## config.mk

```make
export PLATFORM = sky130hd
export DESIGN_NAME = ac_sweep_sequencer
export DESIGN_NICKNAME = d
export VERILOG_FILES = /design/src/rtl/ac_sweep_sequencer.sv
export SDC_FILE = /design/constraint.sdc
export NUM_CORES = 1
export LEC_CHECK = 0
export CAP_MARGIN = 20
export CELL_PAD_IN_SITES_DETAIL_PLACEMENT = 1
export CELL_PAD_IN_SITES_GLOBAL_PLACEMENT = 2
export CORE_ASPECT_RATIO = 1.2
export CORE_MARGIN = 10
export CORE_UTILIZATION = 34
export CTS_BUF_LIST = sky130_fd_sc_hd__clkbuf_8
export DETAILED_ROUTE_END_ITERATION = 8
export MAX_ROUTING_LAYER = met4
export PLACE_DENSITY = 0.89
export SKIP_LAST_GASP = 1
export SLEW_MARGIN = 20
export SYNTH_ARGS = -nofsm -noshare
export SYNTH_HDL_FRONTEND = slang
export SYNTH_SLANG_ARGS = --single-unit
```

## constraint.sdc

```tcl
create_clock -name clk -period 3.14 [get_ports clk]
set_input_delay 0.628 -clock clk [delete_from_list [all_inputs] [get_ports clk]]
set_output_delay 0.628 -clock clk [all_outputs]
set_load 0.02 [all_outputs]
```

## src/rtl/ac_sweep_sequencer.sv

```systemverilog
// Stepped-frequency AC sweep sequencer: program NCO, settle, accumulate navg ADC samples, return sum.
// Optional macro SWEEP_LOG_EN: geometric sweep (fword scaled by a Q16.16 ratio in an extra STEP cycle).
module ac_sweep_sequencer #(
    parameter int FW_W     = 32,
    parameter int DATA_W   = 16,
    parameter int NPTS_W   = 10,
    parameter int SETTLE_W = 16,
    parameter int AVG_W    = 8,
    parameter int ACC_W    = DATA_W + AVG_W
) (
    input  logic                clk,
    input  logic                rst_n,
    input  logic                start,
    input  logic                abort,
    input  logic [FW_W-1:0]     cfg_fstart,
    input  logic [FW_W-1:0]     cfg_fstep,
    input  logic [NPTS_W-1:0]   cfg_npts,
    input  logic [SETTLE_W-1:0] cfg_settle,
    input  logic [AVG_W-1:0]    cfg_navg,
    output logic [FW_W-1:0]     nco_fword,
    output logic                nco_load,
    input  logic                adc_valid,
    input  logic [DATA_W-1:0]   adc_data,
    output logic                res_valid,
    input  logic                res_ready,
    output logic [ACC_W-1:0]    res_data,
    output logic [NPTS_W-1:0]   res_index,
    output logic                busy,
    output logic                done
);

    // Result port: a transfer happens on every rising edge where res_valid && res_ready;
    // res_data/res_index are held stable while res_valid is high and res_ready is low.
    typedef enum logic [2:0] {
        S_IDLE, S_LOAD, S_SETTLE, S_ACQ, S_OUT, S_STEP, S_DONE
    } state_t;

    state_t              state, state_nxt;
    logic [FW_W-1:0]     fword, fstep_q;
    logic [NPTS_W-1:0]   npts_q, index;
    logic [SETTLE_W-1:0] settle_q, settle_cnt;
    logic [AVG_W-1:0]    navg_q, samp_cnt;
    logic [ACC_W-1:0]    acc;
    logic                last_sample, last_point;

    // navg_q already has 0 mapped to 1, so navg_q-1 never underflows.
    assign last_sample = (samp_cnt == navg_q - AVG_W'(1));
    assign last_point  = (index == npts_q - NPTS_W'(1));

`ifdef SWEEP_LOG_EN
    logic [FW_W+31:0] prod;
    assign prod = (FW_W+32)'(fword) * (FW_W+32)'(fstep_q);
`endif

    always_comb begin
        state_nxt = state;
        unique case (state)
            S_IDLE:   if (start) state_nxt = (cfg_npts == '0) ? S_DONE : S_LOAD;
            S_LOAD:   state_nxt = S_SETTLE;
            S_SETTLE: if (settle_cnt == '0) state_nxt = S_ACQ;
            S_ACQ:    if (adc_valid && last_sample) state_nxt = S_OUT;
            S_OUT: begin
                if (res_ready) begin
`ifdef SWEEP_LOG_EN
                    state_nxt = last_point ? S_DONE : S_STEP;
`else
                    state_nxt = last_point ? S_DONE : S_LOAD;
`endif
                end
            end
            S_STEP:   state_nxt = S_LOAD;
            S_DONE:   state_nxt = S_IDLE;
            default:  state_nxt = S_IDLE;
        endcase
        if (abort) state_nxt = S_IDLE;
    end

    always_ff @(posedge clk or negedge rst_n) begin
        if (!rst_n) state <= S_IDLE;
        else        state <= state_nxt;
    end

    always_ff @(posedge clk or negedge rst_n) begin
        if (!rst_n) begin
            fword      <= '0;
            fstep_q    <= '0;
            npts_q     <= '0;
            settle_q   <= '0;
            navg_q     <= '0;
            index      <= '0;
            settle_cnt <= '0;
            samp_cnt   <= '0;
            acc        <= '0;
            nco_fword  <= '0;
            nco_load   <= 1'b0;
        end else begin
            nco_load <= 1'b0;
            // abort blocks every datapath update, including the NCO strobe.
            if (!abort) begin
                case (state)
                    S_IDLE: begin
                        if (start) begin
                            fword    <= cfg_fstart;
                            fstep_q  <= cfg_fstep;
                            npts_q   <= cfg_npts;
                            settle_q <= cfg_settle;
                            navg_q   <= (cfg_navg == '0) ? AVG_W'(1) : cfg_navg;
                            index    <= '0;
                        end
                    end
                    S_LOAD: begin
                        nco_fword  <= fword;
                        nco_load   <= 1'b1;
                        acc        <= '0;
                        samp_cnt   <= '0;
                        settle_cnt <= settle_q;
                    end
                    S_SETTLE: begin
                        if (settle_cnt != '0) settle_cnt <= settle_cnt - SETTLE_W'(1);
                    end
                    S_ACQ: begin
                        if (adc_valid) begin
                            acc      <= acc + {{AVG_W{adc_data[DATA_W-1]}}, adc_data};
                            samp_cnt <= samp_cnt + AVG_W'(1);
                        end
                    end
                    S_OUT: begin
                        if (res_ready && !last_point) begin
                            index <= index + NPTS_W'(1);
`ifndef SWEEP_LOG_EN
                            fword <= fword + fstep_q;
`endif
                        end
                    end
                    S_STEP: begin
`ifdef SWEEP_LOG_EN
                        fword <= prod[FW_W+15:16];
`endif
                    end
                    default: ;
                endcase
            end
        end
    end

    assign busy      = (state != S_IDLE);
    assign done      = (state == S_DONE);
    assign res_valid = (state == S_OUT);
    assign res_data  = acc;
    assign res_index = index;

endmodule
```

==> results of run 1 <==
-- cell type report --
cell class              instances  area (µm²)
inverters                      36         135
flip-flops and latches        192        4800
well taps                     450         563
clock inverters                15         198
multi-input cells            1005        6220
fillers                      3850       18400
clock buffers                  17         234
diodes                          1        2.50
repair buffers                248        2410
-- critical path, delay by kind of cell --
family	cells	cell delay, ns
compound gates	7	1.40
fa+ha+maj	2	0.60
buf+inv	1	0.41
simple gates	2	0.40
-- state kept, by name, indices dropped and copies added, names as in the netlist --
| signal | count |
|---|---|
| fstep_q | 32 |
| fword | 32 |
| navg_q | 8 |
| nco_fword | 32 |
| nco_load | 1 |
| npts_q | 10 |
| res_data | 24 |
| res_index | 10 |
| samp_cnt | 8 |
| settle_cnt | 16 |
| settle_q | 16 |
| state | 3 |
-- metrics by stage --
step                      area (µm²)  power, mW  cells  setup TNS, ns  hold WS, ns
after floorplan                11300       8.80   1284              0        0.332
after global placement         14100       11.0   1930          -1.34        0.463
after detailed placement       14100       11.3   1930          -2.07        0.466
after CTS                      14500       13.2   1962              0       0.0658
after global routing           14600       14.3   1964         -0.108       0.0789
final                          14600       13.1   1964              0       0.0871
-- cell usage after synthesis (15+ instances only) --
library cell    n
nand2_1       282
dfrtp_1       192
o21ai_0       104
nor2_1         94
a21oi_1        71
ha_1           59
clkbuf_1       42
xnor2_1        37
inv_1          35
mux2_2         34
nor3_1         32
xor2_1         28
nand3_1        26
a21o_1         25
and3_1         15
mux2i_1        15
-- per-layer routing --
| metal | up-vias | track usage [%] |
|---|---|---|
| met5 | - | - |
| met4 | 0 | 5.49 |
| met1 | 5033 | 21.0 |
| li1 | 4914 | - |
| met3 | 28 | 3.35 |
| met2 | 170 | 30.9 |
-- final timing paths --
check / startpoint / endpoint / slack, ns / cells after the start
worst min register to register: fstep_q[6] / fstep_q[6] / 0.49 / 2
max in group asynchronous: rst_n / settle_q[5] / 2.26 / 2
worst min-delay path: rst_n / res_data[11] / 0.09 / 1
worst max-delay path: adc_data[0] / res_data[20] / 0.10 / 12
worst max register to register: fword[0] / fword[20] / 0.12 / 13
min in group clk: fstep_q[6] / fstep_q[6] / 0.49 / 2
-- power by group through the flow --
stage | Combinational (mW) | Sequential [mW] | Clock (mW)
6_report | 6.95 | 4.31 | 1.84
3_3_place_gp | 6.71 | 4.31 | 0
4_1_cts | 6.99 | 4.32 | 1.91
5_1_grt | 7.80 | 4.47 | 2.02
3_5_place_dp | 6.93 | 4.36 | 0
2_1_floorplan | 4.37 | 4.42 | 0
-- kinds of logic (layout without fill, tap and decap cells) --
logic type               Yosys count  after routing  synth area share, %
AO/OA/AOI/OAI                    302            302                 16.8
XOR/XNOR                          65             65                 5.03
adder cells (fa/ha/maj)           61             61                 6.87
buffers and inverters             87            316                 3.12
flip-flops                       192            192                 42.4
multiplexers                      49             49                 4.71
other                              0              1                    0
AND/OR/NAND/NOR                  528            528                 21.0
-- layout by cell type, fill, tap and decap left out, types with 5 or more instances in the layout --
cell type        count
o211ai_1             8
or3_1               11
nand3b_1             6
nand2_1            282
a211oi_1            14
ha_1                59
nor2b_1              5
nor4_1               7
a21oi_1             70
and3_1              15
inv_1               35
nand4_1              6
and2_1               7
xnor2_1             37
a21o_1              25
o21ai_0            103
nand2b_1            11
buf_12               6
mux2i_1             15
mux2_2              34
nor3_1              30
nand3_1             26
a31oi_1             14
o21bai_1             7
xor2_1              28
nor2_1              94
clkbuf_8            18
o31ai_1              7
buf_4               53
dfrtp_1            192
clkdlybuf4s50_1    188
-- repair_timing --
item,CTS,global route
endpoints found under the setup margin,2,9
gates resized for setup,2,10
setup buffers,0,1
pin swaps,0,3
==> impl_metrics.toml, run 1 <==
[status]
status = "finished clean"

[timing]
period_minus_slack_ns = 3.04
maxSlewViolCount = 0
period_share_pct = 96.7
setup_ws_ns = 0.104
slew_headroom_pct = 46.6
finalSetupViolCount = 0
rsz0062_at_grt = "yes"
tightestPinTransition_ns = 0.799
fmax_mhz = 329
hold_viol_final = 0
skew_ns = 0.0221

[floorplan]
core_um2 = 33000
rows = 73
start_util_pct = 34.3
fp.dieArea_um2 = 41000
ios = 190
die_h_um = 220
die_w_um = 187

[synthesis]
synthDistinctLibCells = 72
yosys_register_bits = 192
yosysWarnings = 0
synthFlopType = "dfrtp_1"
synth_area_um2 = 11300
ys_async_sr_fraction_pct = 100
synth_top_area_share_pct = 42.4
synth-edff-count = 0
synth_top_cell_by_area = "dfrtp_1"
synthTopCellsByArea = "dfrtp_1 42%, nand2_1 9.3%, ha_1 6.5%, o21ai_0 4.6%, mux2_2 3.4%"
yosysSeqAreaShare_pct = 42.4
synth.net_count = 1465
synth_cells = 1284
avgSynthCellArea_um2 = 8.82

[detailed_routing]
dr.max_layer_used = "met4"
antenna_left = 0
met3_length_um = 1240
first_iter_violations = 396
wl_per_cell_um = 18.2
met1_length_um = 16100
dr_wl_met2_um = 17800
via_per_inst = 5.17
drc = 0
wirelength_um = 35700
firstDrtPassIters = 4
vias = 10100

[setup_path]
critPathMaxFanout = 2
end_kind = "flop"
cp_slowest_stage_delay_ns = 0.41
cp.required_ns = 3.53
cp-start-kind = "input pin"
path_cells = "clkdlybuf4s50_1, ha_1, fa_2, a21oi_2, o21a_1, nor3_1, o21ba_2, o31ai_4, a31oi_1, o21a_1, or3_1, a32o_1"
path_class = "in2reg"
arrival_ns = 3.43
cp_slowest_cell = "clkdlybuf4s50_1"
crit_top_cell = "o21a_1"

[power]
p_seq_share_pct = 32.9
switching_share_pct = 43.3
comb_power_share_pct = 53.1
power_density_nw_per_um2 = 899
p_leak_nw = 6.61
clockPowerShare_pct = 14.0
ir_worst_vdd_uv = 432
p_int_mw = 7.43
power.switching_mw = 5.67

[clocking]
clk_pin_slew_ns = 0.11
root_buffer = "clkbuf_8"
cts_sinks = 192
cts_buffer_depth = 2
cts_tree = "done"
htree_levels = 4
clk_latency_ns = 0.51
holdBufCountCts = 0
cts_made_buffers = 17

[global_route]
antenna_found_initial = 1
grt_max_degree = 69
grt_pass1_vias = 11100
grt_overflow = 0
grt_usage_pct = 17.9
grt_pass1_wl_um = 58400

[flow_run]
drv_cap = 0

[placed_design]
hpwl_um = 26600
gp_congestion = 0.841
io_buffers = 189
dp_slack_ns = -0.577

[layout]
finalNetCount = 1681
postLayoutCoreUtil_pct = 44.2
drive_above_1_share_pct = 9.91
area_growth_pct = 28.7

[hold_path]
min_path_type = "in2async"
No activity file was read; power rests on OpenSTA's default activity.
==> run 2, diff against run 1 <==
Settings changed: CTS_CLUSTER_DIAMETER from default to 60.
==> results of run 2 <==
No change in the layout: final DEF, timing and power equal those of run 1.
